==> src/rtl/seq_accumulator_pkg.sv <==
`default_nettype none
// ============================================================================
// Module      : seq_accumulator_pkg
// Description : Shared FSM encoding and default sizing for seq_accumulator.
// Revision    : 1.0 - initial release
// ============================================================================
package seq_accumulator_pkg;

    // Job controller states
    typedef enum logic [1:0] {
        IDLE  = 2'd0,
        ACCUM = 2'd1,
        DONE  = 2'd2
    } state_t;

    // Default operand/sum width and operand-count field width
    localparam int c_DEFAULT_N     = 4;
    localparam int c_DEFAULT_CNT_W = 4;

endpackage : seq_accumulator_pkg
`default_nettype wire

==> src/rtl/seq_accumulator_rca.sv <==
`default_nettype none
// ============================================================================
// Module      : N_RCA
// Description : N-bit ripple-carry adder built from a chain of full adders.
// Revision    : 1.0 - initial release
// ============================================================================
module N_RCA #(
    parameter int N = 4
) (
    input  logic [N-1:0] a,
    input  logic [N-1:0] b,
    input  logic         cin,
    output logic [N-1:0] sum,
    output logic         cout
);

    logic [N:0] w_carry;

    assign w_carry[0] = cin;

    // One full adder per bit; carry ripples from LSB to MSB
    generate
        for (genvar gi = 0; gi < N; gi++) begin : g_bit
            assign sum[gi]       = a[gi] ^ b[gi] ^ w_carry[gi];
            assign w_carry[gi+1] = (a[gi] & b[gi]) | (w_carry[gi] & (a[gi] ^ b[gi]));
        end
    endgenerate

    assign cout = w_carry[N];

endmodule : N_RCA
`default_nettype wire

==> src/rtl/seq_accumulator.sv <==
`default_nettype none
// ============================================================================
// Module      : seq_accumulator
// Description : Streaming multi-operand accumulator. Accepts a programmed
//               number of operands over valid/ready, sums them through the
//               ripple-carry adder and presents sum plus sticky carry-out.
// Revision    : 1.0 - initial release
// ============================================================================
module seq_accumulator
    import seq_accumulator_pkg::*;
#(
    parameter int N     = c_DEFAULT_N,
    parameter int CNT_W = c_DEFAULT_CNT_W
) (
    input  logic             clk,
    input  logic             rst_n,
    input  logic             start,
    input  logic [CNT_W-1:0] len,
    input  logic             in_valid,
    output logic             in_ready,
    input  logic [N-1:0]     in_data,
    output logic             out_valid,
    input  logic             out_ready,
    output logic [N-1:0]     out_sum,
    output logic             out_ovf,
    output logic             busy
);

    state_t           r_state;
    logic [N-1:0]     r_acc;
    logic             r_ovf;
    logic [CNT_W-1:0] r_remaining;
    logic             r_in_ready;
    logic             r_out_valid;
    logic             r_busy;

    logic [N-1:0]     w_sum;
    logic             w_cout;

    // Running sum plus the next operand; carry-in is never used
    N_RCA #(
        .N (N)
    ) u_rca (
        .a    (r_acc),
        .b    (in_data),
        .cin  (1'b0),
        .sum  (w_sum),
        .cout (w_cout)
    );

    // Job controller: state, datapath registers and registered handshake flags
    always_ff @(posedge clk or negedge rst_n) begin
        if (!rst_n) begin
            r_state     <= IDLE;
            r_acc       <= '0;
            r_ovf       <= 1'b0;
            r_remaining <= '0;
            r_in_ready  <= 1'b0;
            r_out_valid <= 1'b0;
            r_busy      <= 1'b0;
        end else begin
            case (r_state)
                IDLE: begin
                    if (start) begin
                        r_acc  <= '0;
                        r_ovf  <= 1'b0;
                        r_busy <= 1'b1;
                        if (len != '0) begin
                            r_remaining <= len;
                            r_in_ready  <= 1'b1;
                            r_state     <= ACCUM;
                        end else begin
                            // Empty job goes straight to a zero result
                            r_out_valid <= 1'b1;
                            r_state     <= DONE;
                        end
                    end
                end

                ACCUM: begin
                    if (in_valid && r_in_ready) begin
                        r_acc       <= w_sum;
                        r_ovf       <= r_ovf | w_cout;
                        r_remaining <= r_remaining - CNT_W'(1);
                        if (r_remaining == CNT_W'(1)) begin
                            r_in_ready  <= 1'b0;
                            r_out_valid <= 1'b1;
                            r_state     <= DONE;
                        end
                    end
                end

                DONE: begin
                    // start arriving with the handshake is deliberately dropped
                    if (out_ready) begin
                        r_out_valid <= 1'b0;
                        r_busy      <= 1'b0;
                        r_state     <= IDLE;
                    end
                end

                default: begin
                    r_in_ready  <= 1'b0;
                    r_out_valid <= 1'b0;
                    r_busy      <= 1'b0;
                    r_state     <= IDLE;
                end
            endcase
        end
    end

    assign in_ready  = r_in_ready;
    assign out_valid = r_out_valid;
    assign busy      = r_busy;
    assign out_sum   = r_acc;
    assign out_ovf   = r_ovf;

endmodule : seq_accumulator
`default_nettype wire
==> config.mk <==
export PLATFORM = sky130hd
export DESIGN_NAME = seq_accumulator
export DESIGN_NICKNAME = d
export VERILOG_FILES = /design/src/rtl/seq_accumulator_pkg.sv /design/src/rtl/seq_accumulator_rca.sv /design/src/rtl/seq_accumulator.sv
export SDC_FILE = /design/constraint.sdc
export NUM_CORES = 1
export LEC_CHECK = 0
export ABC_AREA = 1
export CAP_MARGIN = 20
export CORE_MARGIN = 3
export CORE_UTILIZATION = 49
export DETAILED_ROUTE_END_ITERATION = 10
export PLACE_DENSITY = 0.79
export SLEW_MARGIN = 20
export SYNTH_ARGS = -nofsm -noshare
export SYNTH_HDL_FRONTEND = slang
export SYNTH_SLANG_ARGS = --single-unit
==> constraint.sdc <==
create_clock -name clk -period 2.7 [get_ports clk]
set_input_delay 0.54 -clock clk [delete_from_list [all_inputs] [get_ports clk]]
set_output_delay 0.54 -clock clk [all_outputs]
set_load 0.02 [all_outputs]
-- Word level (Yosys, flattened, before mapping)
Cells that the tools add are included.
- reductions and logical operators: 10
- add/sub/neg operators: 1
- eq/ne operators: 9
- bitwise gates (word level): 20
- multiplexer cells: 29
- operator list (kind ; count):
    4-bit 2-to-1 mux ; 5
    4-bit one-hot mux with 2 select lines ; 2
    1-bit 2-to-1 mux ; 12
    2-bit inequality test, second input constant ; 6
    2-bit 2-to-1 mux ; 5
    5-bit AND reduction ; 2
    1-bit one-hot mux with 3 select lines ; 3
    4-bit AND reduction ; 2
    1-bit AND ; 7
    1-bit XOR ; 7
    2-bit one-hot mux with 3 select lines ; 1
    3-bit AND reduction ; 2
    4-bit by 1-bit equality test with 1-bit output, second input constant ; 1
    1-bit OR ; 4
    4-bit nonzero test ; 1
    4-bit by 1-bit subtractor with 4-bit output, second input constant ; 1
    2-bit by 1-bit equality test with 1-bit output, second input constant ; 1
    2-bit equality test, second input constant ; 1
    2-bit logical NOT ; 1
    1-bit inverter ; 2
    1-bit one-hot mux with 2 select lines ; 1
    2-bit nonzero test ; 1
    1-bit logical AND ; 1
- word-level logic and storage cells: 76
- output and inout port bits: 8
- flip-flop bits (word level): 14

-- Depth between registers and ports, before layout
- depth after elaboration: 10
- gate-level depth with buffers: 8
- mapped depth without buffers: 8

-- By module
From an unflattened synthesis, not the netlist that was laid out.
- cells, all modules: 112
- area, all modules: 882.1 sq um
- modules (own cells, without submodules) (module ; sequential area each (sq um) ; instances ; cells an instance ; area each (sq um)):
    seq_accumulator ; 350.3 ; 1 ; 98 ; 764.5
    N_RCA ; 0.0 ; 1 ; 14 ; 117.6

-- Least setup slack after synthesis
Ideal clock, no wire load.
- kind: input to register
- start point: input port in_data[0]
- end point: register r_acc[3] (netlist: out_sum[3])
- stages: 8
- buffers on the path: 0
- arrival time: 1.870 ns
- required time: 2.583 ns
- library setup time: 0.117 ns
- slack: 0.712 ns
- path through: ha_1 -> fa_1 -> inv_1 -> fa_1 -> inv_1 -> fa_1 -> nand3_1 -> nand2_1
- cells in the longest elaborated chain, start to end: 8
- ends and longest elaborated chain (what ; line ; RTL):
    start: declaration ; seq_accumulator.sv:21 ; input logic [N-1:0] in_data,
    1-bit AND (2 in series) ; seq_accumulator_rca.sv:25 ; assign w_carry[gi+1] = (a[gi] & b[gi]) | (w_carry[gi] & (a[gi] ^ b[gi]));
    1-bit OR ; seq_accumulator_rca.sv:25 ;
    1-bit AND ; seq_accumulator_rca.sv:25 ;
    1-bit OR ; seq_accumulator_rca.sv:25 ;
    1-bit XOR ; seq_accumulator_rca.sv:24 ; assign sum[gi] = a[gi] ^ b[gi] ^ w_carry[gi];
    4-bit 2-to-1 mux ; seq_accumulator.sv:81 ; if (in_valid && r_in_ready) begin
    4-bit one-hot mux with 2 select lines ; seq_accumulator.sv:62 ; case (r_state)
    end signal: assignment ; seq_accumulator.sv:82 ; r_acc <= w_sum;
    end: declaration ; seq_accumulator.sv:30 ; logic [N-1:0] r_acc;
Every way passes these cells. The select of a mux whose other input is x is not followed.
A chain may end at the register's enable or synchronous reset.

-- Final worst setup path
- start point: input port in_data[0]
- end point: register r_ovf (netlist: out_ovf)
- cells in the longest elaborated chain, start to end: 10
- ends and longest elaborated chain (what ; line ; RTL):
    1-bit AND (2 in series) ; seq_accumulator_rca.sv:25 ;
    1-bit OR ; seq_accumulator_rca.sv:25 ;
    1-bit AND ; seq_accumulator_rca.sv:25 ;
    1-bit OR ; seq_accumulator_rca.sv:25 ;
    1-bit AND ; seq_accumulator_rca.sv:25 ;
    1-bit OR ; seq_accumulator_rca.sv:25 ;
    1-bit OR ; seq_accumulator.sv:83 ; r_ovf <= r_ovf | w_cout;
    1-bit 2-to-1 mux ; seq_accumulator.sv:81 ;
    1-bit one-hot mux with 2 select lines ; seq_accumulator.sv:62 ;
    end signal: assignment ; seq_accumulator.sv:83 ;
    end: declaration ; seq_accumulator.sv:31 ; logic r_ovf;
Every way passes these cells. The select of a mux whose other input is x is not followed.

==> out/summary.txt <==
RSZ-0062 raised after global routing: no
area of the die: 2330 um2
DR pass1 iterations: 4
Clock Skew: 0.00138 ns
Most used DFF post-synth: dfrtp_1
hold_sp: out_valid$_DFFE_PN0P_
Synth async-reset ratio: 100%
Max VDD drop: 0.000620 V
status: finished clean
Sink Count: 14
WP data arrival: 2.34 ns
Worst-path clk slew: 0.08 ns
critical path peak fanout: 1
total design power: 1180 uW
final setup TNS: 0 ns
Final #Nets: 153
I/O pin total: 21
count leader, synth: nand2_1
DRT Wirelength: 1.87 mm
delay-heaviest family, CP: adder cells
Setup CP Type: in2reg
area leader, netlist: dfrtp_1
CP Launch Point: in_data[0]
Clock Latency Late Sink: 0.27 ns
Critical Path RT: 2.87 ns
DR WL/cell: 12.0 um
hold violation count in the final report: 0
Seq cells post-synth: 14
CP Launch Type: input port
Post-Synthesis Cells: 109
core footprint: 1590 um2
final setup margin: 0.527 ns
final setup vio count: 0
gr ovfl total: 0
Pwr Density: 1050 nW/um2
via count: 772
share of the synthesized area in the top cell type: 40.1%
largest net degree at the start of global routing: 15
share of cells above drive strength 1: 11.4%
TritonCTS buffer count: 3
GP Congestion: 0.837
global-route wire length before repair: 3.00 mm
CTS tree: yes
hold bufs inserted after CTS: 0
DP Worst Slack: 0.223 ns
Finished Core Util: 70.7%
Yosys warning count: 0
initial antenna violation count: 0
vias per cell: 4.95
Final period util: 80.5%
worst path bufs/invs: 3
ordered list of cells on the worst path: clkdlybuf4s50_1 > ha_1 > fa_1 > inv_1 > fa_1 > inv_1 > fa_1 > a21oi_2 > nor2_1
PortBufs: 20
Rel. slew slack: 58.1%
hold crit path type: reg2reg
most used cell, CP: fa_1
Slew Viols, Final: 0
# Max-Cap Violations: 0
Crit-path slowest cell: clkdlybuf4s50_1
Die Y-Extent: 48.2 um
worst slew pin tran: 0.626 ns
post-route minimum period: 2.17 ns
post-synth cell types: 19
initial drt markers: 19
Residual DRC: 0
EDFF count, synth: 0
Starting Density: 54.9%
Syn Nets: 128
post-DP HPWL: 1.45 mm
ant diodes: 0
Fillers: 121
Chip Width: 48.2 um
post-synth design cell area: 875 um2
CTS H-tree depth: 1
CTS Root Cell: clkbuf_4
Routed Antenna Nets: 0
Clock Path Buffers: 2
Mapped Avg Cell Area: 8.02 um2
sequential fraction of the synthesis area: 40.1%
cts repair resizes: 0
Post-CTS Setup Bufs: 0
Pleak: 0.000581 uW
Fmax: 0.460 GHz
Layout area overhead: 28.9%
Crit. End Element: flip-flop
Synth top cells by count: nand2_1, dfrtp_1, nand3_1, inv_1, o21ai_0
WHS: 0.485 ns
vias in the first global route: 684
Slowest Stage Delay on Critical Path: 0.41 ns
Total Routing Usage GR: 18.5%
Critical R2R Launch: out_sum[0]$_DFFE_PN0P_
FP Rows: 14
Synth area leaders: dfrtp_1, nand2_1, nand3_1, fa_1, inv_1
report_power, final:
group	internal, uW	switching (uW)	leakage, uW
sequential	300	83.5	0.000178
clock	51.6	66.4	0.0000138
combinational	270	410	0.000389
per-stage QoR:
step | cells | cell area [um2]
5_1_grt | 156 | 1130
4_1_cts | 156 | 1130
6_report | 156 | 1130
3_5_place_dp | 153 | 1100
3_3_place_gp | 153 | 1100
2_1_floorplan | 109 | 875
layer usage:
metal  vias to the layer above  GRT usage (%)  wire (um)  share of wire, %
met5                         -              0          0                 0
met4                         0           4.84         19               1.0
met3                         4           3.69         76               4.1
met2                        19           31.0        904                48
met1                       352           24.1        869                46
li1                        397              -          -                 -
cells by family after synthesis:
group           count (synthesis)  share of synthesized area (%)
compound gates                 11                           7.15
fa+ha+maj                       6                           11.2
flops                          14                           40.1
buf+inv                        16                           7.15
simple gates                   62                           34.5
registers in the layout, summed over array words and instances (netlist names):
name / count
out_sum: 4
r_remaining: 4
r_state: 2
busy: 1
in_ready: 1
out_ovf: 1
out_valid: 1
worst paths after layout:
check	to	slack [ns]	cells after the start
min	out_valid$_DFFE_PN0P_	0.48	2
max in group asynchronous	busy$_DFFE_PN0P_	1.65	1
max reg2reg	out_ovf$_DFFE_PN0P_	0.82	8
max	out_ovf$_DFFE_PN0P_	0.53	9
min in group asynchronous	r_remaining[2]$_DFFE_PN0P_	0.65	1
min reg2reg	out_valid$_DFFE_PN0P_	0.48	2
cells in the final DEF (no fill, tap or decap):
cell,n
fa_1,3
nand2_1,34
nor2_1,6
or2_2,1
nand3_4,1
dfrtp_1,14
nor2_2,1
clkbuf_4,3
inv_4,1
or2_0,1
o21ai_2,1
inv_2,2
nor2_4,2
o21ai_0,7
a21oi_2,1
clkdlybuf4s50_1,20
ha_1,3
nand2_4,2
o21ai_1,2
inv_1,13
nand3_1,14
tightest hold or removal path: cells and delay by family, from the launching register on:
kind / cells / cell delay, ns
flip-flops: 1 / 0.36
AND/OR/NAND/NOR: 2 / 0.10
layout make-up:
type                            instances  area [um2]  share of cell area (%)
Inverter                               16        62.6                    5.55
Clock buffer                            3        22.5                    2.00
Sequential cell                        14         350                    31.1
Multi-Input combinational cell         79         462                    41.0
Timing Repair Buffer                   20         200                    17.8
Tap cell                               24        30.0                    2.66
(Power assumes the default switching activity.)
